===== config.mk =====
export PLATFORM = sky130hd
export DESIGN_NAME = agc_histogram
export DESIGN_NICKNAME = d
export VERILOG_FILES = /design/src/rtl/agc_histogram.sv
export SDC_FILE = /design/constraint.sdc
export NUM_CORES = 2
export LEC_CHECK = 0
export ABC_AREA = 1
export ABC_CLOCK_PERIOD_IN_PS = 6700
export CAP_MARGIN = 30
export CORE_AREA = 2 2 435 437
export CTS_BUF_LIST = sky130_fd_sc_hd__clkbuf_8
export CTS_CLUSTER_SIZE = 16
export DETAILED_ROUTE_END_ITERATION = 6
export DIE_AREA = 0 0 437 439
export PLACE_DENSITY_LB_ADDON = 0.12
export SLEW_MARGIN = 40
export SYNTH_ARGS = -nofsm -noshare
export SYNTH_HDL_FRONTEND = slang
export SYNTH_SLANG_ARGS = --single-unit

===== constraint.sdc =====
create_clock -name aclk -period 6.7 [get_ports aclk]
set_input_delay 1.005 -clock aclk [delete_from_list [all_inputs] [get_ports aclk]]
set_output_delay 1.005 -clock aclk [all_outputs]
set_load 0.02 [all_outputs]

===== src/rtl/agc_histogram.sv =====
// Histogram of the AGC output codes across all lanes over a window of valid beats.
// Latency: beat counted at T shows in the bins at T+3; no back-pressure, one beat per clock.
module agc_histogram #(
  parameter int NSAMP    = 8,
  parameter int NBITS    = 5,
  parameter int CNT_BITS = 24,
  parameter int WIN_BITS = 18
) (
  input  logic                   aclk,
  input  logic                   aresetn,
  input  logic [NSAMP*NBITS-1:0] dat_i,
  input  logic                   dat_valid_i,
  input  logic                   start_i,
  input  logic [WIN_BITS-1:0]    window_i,
  input  logic [NBITS-1:0]       rd_bin_i,
  output logic [CNT_BITS-1:0]    rd_count_o,
  output logic                   busy_o,
  output logic                   done_o,
  output logic                   sat_o
);

  localparam int NBINS = 1 << NBITS;
  localparam int MW    = $clog2(NSAMP + 1);

  typedef enum logic [1:0] {IDLE, RUN, FLUSH, DONE} state_t;

  state_t                 state_q, state_d;
  logic [WIN_BITS-1:0]    beats_q, beats_d;
  logic                   flush_q, flush_d;
  logic                   s1_vld_q, s1_vld_d;
  logic [NSAMP*NBITS-1:0] s1_dat_q;
  logic                   s2_vld_q;
  logic [MW-1:0]          m_q [NBINS];
  logic [MW-1:0]          m_d [NBINS];
  logic [CNT_BITS-1:0]    cnt_q [NBINS];
  logic [CNT_BITS-1:0]    cnt_d [NBINS];
  logic [NBINS-1:0]       ovf;
  logic                   sat_q;
  logic [CNT_BITS-1:0]    rd_count_q;

  // Beat qualification happens here so the pipeline only carries counted beats.
  always_comb begin
    state_d  = state_q;
    beats_d  = beats_q;
    flush_d  = flush_q;
    s1_vld_d = 1'b0;
    if (start_i) begin
      beats_d = window_i;
      flush_d = 1'b0;
      state_d = (window_i == '0) ? FLUSH : RUN;
    end else begin
      case (state_q)
        RUN: begin
          if (dat_valid_i && beats_q != '0) begin
            s1_vld_d = 1'b1;
            beats_d  = beats_q - WIN_BITS'(1);
            if (beats_q == WIN_BITS'(1)) state_d = FLUSH;
          end
        end
        FLUSH: begin
          flush_d = ~flush_q;
          if (flush_q) state_d = DONE;
        end
        default: ;
      endcase
    end
  end

  always_comb begin
    for (int b = 0; b < NBINS; b++) begin
      m_d[b] = '0;
      for (int i = 0; i < NSAMP; i++) begin
        m_d[b] = m_d[b] + MW'(s1_dat_q[NBITS*i +: NBITS] == NBITS'(b));
      end
    end
  end

  always_comb begin
    for (int b = 0; b < NBINS; b++) begin
      logic [CNT_BITS:0] sum;
      sum      = {1'b0, cnt_q[b]} + (CNT_BITS+1)'(m_q[b]);
      ovf[b]   = sum[CNT_BITS];
      cnt_d[b] = ovf[b] ? '1 : sum[CNT_BITS-1:0];
    end
  end

  always_ff @(posedge aclk or negedge aresetn) begin
    if (!aresetn) begin
      state_q    <= IDLE;
      beats_q    <= '0;
      flush_q    <= 1'b0;
      s1_vld_q   <= 1'b0;
      s1_dat_q   <= '0;
      s2_vld_q   <= 1'b0;
      sat_q      <= 1'b0;
      rd_count_q <= '0;
      for (int b = 0; b < NBINS; b++) begin
        m_q[b]   <= '0;
        cnt_q[b] <= '0;
      end
    end else begin
      state_q    <= state_d;
      beats_q    <= beats_d;
      flush_q    <= flush_d;
      s1_vld_q   <= s1_vld_d;
      s1_dat_q   <= dat_i;
      rd_count_q <= cnt_q[rd_bin_i];
      for (int b = 0; b < NBINS; b++) m_q[b] <= m_d[b];
      // A restart drops beats still in flight so partial counts never leak in.
      if (start_i) begin
        s2_vld_q <= 1'b0;
        sat_q    <= 1'b0;
        for (int b = 0; b < NBINS; b++) cnt_q[b] <= '0;
      end else begin
        s2_vld_q <= s1_vld_q;
        if (s2_vld_q) begin
          if (|ovf) sat_q <= 1'b1;
          for (int b = 0; b < NBINS; b++) cnt_q[b] <= cnt_d[b];
        end
      end
    end
  end

  assign rd_count_o = rd_count_q;
  assign busy_o     = (state_q == RUN) || (state_q == FLUSH);
  assign done_o     = (state_q == DONE);
  assign sat_o      = sat_q;

endmodule

==> impl_metrics.env <==
export IMPL_dp_slack_ns=2.36
export IMPL_rr_worst_depth=11
export IMPL_drive_above_1_share_pct=5.13
export IMPL_grt_use_met1_pct=43.4
export IMPL_dieHeight_um=439
export IMPL_crit_path_end_kind="register"
export IMPL_setup_viol=0
export IMPL_coreArea_mm2=0.187
export IMPL_post_cts_buffers=0
export IMPL_cts_max_path_buffers=3
export IMPL_cts_tree="built"
export IMPL_synth_area_leaders="dfrtp_1, nand2_1, o21ai_0, inv_1, nor2_1"
export IMPL_viasPerCell=5.63
export IMPL_syn_area_per_cell_um2=6.95
export IMPL_layout_setup_ws_ns=2.53
export IMPL_synthArstFlopShare_pct=100
export IMPL_cts_sinks=984
export IMPL_hold_viol=0
export IMPL_fin_crit_sh_pct=62.3
export IMPL_fillers=19600
export IMPL_firstDrtPassIters=7
export IMPL_r2r_start="s1_dat_q[4]"
export IMPL_ant_nets=0
export IMPL_fmax_mhz=240
export IMPL_numCtsBuffers=196
export IMPL_reg2reg_to="m_q[30]"
export IMPL_syn2layout_area_growth_pct=10.7
export IMPL_relSlewSlack_pct=35.6
export IMPL_grt_busiest_layer="met2"
export IMPL_nets=10600
export IMPL_insertion_delay_ns=0.97
export IMPL_powerDensity_mw_per_mm2=188
export IMPL_antenna_found_initial=8
export IMPL_grt_util_met3_pct=4.93
export IMPL_ys_flop_type="dfrtp_1"
export IMPL_dpl_hpwl_mm=212
export IMPL_crit_type="register to register"
export IMPL_grt_setup_unrepaired="false"
export IMPL_ys_seq_elements=984
export IMPL_clk_pin_slew_ns=0.06
export IMPL_drc=0
export IMPL_dp_cells=12400
export IMPL_synth_commonest_cells="nand2_1, o21ai_0, inv_1, dfrtp_1, nor2_1"
export IMPL_critical_path_peak_fanout=17
export IMPL_io_buffers=93
export IMPL_root_buffer="clkbuf_8"
export IMPL_die_w_um=437
export IMPL_use_met2_pct=44.2
export IMPL_maxCapViolations=0
export IMPL_grt_pass1_vias=67600
export IMPL_initial_core_util_pct=37.9
export IMPL_fin_skew_ns=0.0516
export IMPL_cts_htree_levels=4
export IMPL_wl_per_cell_um=22.8
export IMPL_yosys_warnings=0
export IMPL_synth_top_area_share_pct=34.7
export IMPL_worst_pin_slew_ns=0.956
export IMPL_grt_pass1_wl_mm=439
export IMPL_worst_ep_required_time_ns=7.57
export IMPL_ios=94
export IMPL_yosysTopAreaCell="dfrtp_1"
export IMPL_p_leak_uw=0.0345
export IMPL_startpoint_type="register"
export IMPL_hold_path_class="primary input to asynchronous set/reset pin"
export IMPL_netlist_area_mm2=0.0709
export IMPL_fin_cells=12800
export IMPL_cts_resized=0
export IMPL_seq_area_frac_synth_pct=34.7
export IMPL_track_usage_pct=29.8
export IMPL_dieArea_mm2=0.192
export IMPL_yosysMostFrequentCell="nand2_1"
export IMPL_r2r_setup_slack_ns=2.53
export IMPL_syn_nets=10700
export IMPL_slew_viol_final=0
export IMPL_synth_edf_count=0
export IMPL_worstPathArrival_ns=5.04
export IMPL_ir_worst_vdd_uv=236
export IMPL_status="finished clean"
export IMPL_drt_initial_drc_count=7766
export IMPL_globalRouteOverflowTotal=0
export IMPL_synth_distinct_cells=62
export IMPL_min_period_ns=4.17
export IMPL_postCtsHoldBufs=0
export IMPL_fin_setup_tns_ns=0
export IMPL_grt_max_degree=172
export IMPL_fin_util_pct=42.0
export IMPL_vias=72100
export IMPL_synth_cells=10200
export IMPL_place_gp_congestion=0.975
export IMPL_wirelength_mm=292
export IMPL_num_rows=159
==> placed cells by master, fill, tap and decap left out, drive strengths merged, types with 24 or more instances in the layout <==
| cell type | n |
|---|---|
| a31oi | 29 |
| o22ai | 136 |
| clkdlybuf4s50 | 88 |
| nand2 | 2315 |
| dfrtp | 984 |
| o21ai | 1522 |
| xnor2 | 56 |
| clkinv | 45 |
| a22o | 24 |
| buf | 83 |
| or2 | 27 |
| fa | 160 |
| inv | 1305 |
| o211ai | 150 |
| a21oi | 706 |
| ha | 230 |
| nand3 | 501 |
| nand4 | 122 |
| xor2 | 67 |
| nor2 | 983 |
| nor3 | 327 |
| clkbuf | 252 |
| nor4 | 58 |
==> area by class of cell <==
class | count | area (um^2) | area share, %
Antenna cell | 7 | 17.5 | 0.0223
Clock inverter | 112 | 930 | 1.18
Multi-Input combinational cell | 7538 | 39800 | 50.7
Timing Repair Buffer | 173 | 1820 | 2.32
Clock buffer | 250 | 3440 | 4.38
Tap cell | 2495 | 3120 | 3.98
Sequential cell | 984 | 24600 | 31.4
Inverter | 1256 | 4760 | 6.07
==> worst max-delay path by stage <==
| stage | from | end |
|---|---|---|
| after detailed placement | rd_bin_i[0] | rd_count_o[20] |
| after global routing | s1_dat_q[4] | m_q[29] |
| after floorplan | s1_dat_q[4] | m_q[38] |
| after CTS | s1_dat_q[4] | m_q[30] |
| after global placement | rd_bin_i[0] | rd_count_o[20] |
| final | s1_dat_q[4] | m_q[30] |
==> metal layers <==
layer | up-vias | share of wire (%) | wire length, um
li1 | 33800 | - | -
met1 | 34700 | 46 | 133000
met2 | 3007 | 42 | 124000
met3 | 536 | 7.9 | 23000
met4 | 6 | 4.3 | 12400
met5 | - | 0.015 | 43
==> logic make-up (layout without fill, tap and decap cells) <==
family / Yosys count / in the layout / synth area share [%]
AO/OA/AOI/OAI: 2667 / 2667 / 20.4
flip-flops: 984 / 984 / 34.7
buffers and inverters: 1673 / 1791 / 9.24
other: 0 / 7 / 0
adder cells (fa/ha/maj): 390 / 390 / 8.58
XOR/XNOR: 123 / 123 / 1.52
AND/OR/NAND/NOR: 4358 / 4358 / 25.6
==> critical path: stages, from the launching register on <==
cell and delay, ns:
dfrtp_1 0.77, inv_1 0.50, nor4_1 0.47, fa_1 0.29
inv_1 0.08, fa_1 0.57, inv_1 0.07, fa_1 0.54
ha_1 0.17, inv_1 0.06, fa_1 0.37, xnor2_1 0.18
==> state kept, by name (all words and copies together) (netlist names) <==
signal	count
beats_q	18
cnt_q	768
flush_q	1
m_q	128
rd_count_o	24
s1_dat_q	40
s1_vld_q	1
s2_vld_q	1
sat_o	1
state_q	2
==> power breakdown <==
group          total (uW)  switching [uW]  internal [uW]
sequential           6170             129           6040
combinational        1550            1180            368
clock                7000            3090           3910
total               14700            4400          10300
==> stage by stage <==
stage	power, uW	area (um^2)	hold slack, ns
finish	14700	78500	0.0498
floorplan	6970	70900	0.434
global route	15300	78500	0.0573
CTS	14900	78400	0.0175
detailed placement	7810	74100	0.468
global placement	7790	73900	0.476
Power figures use the tool's default switching activity.
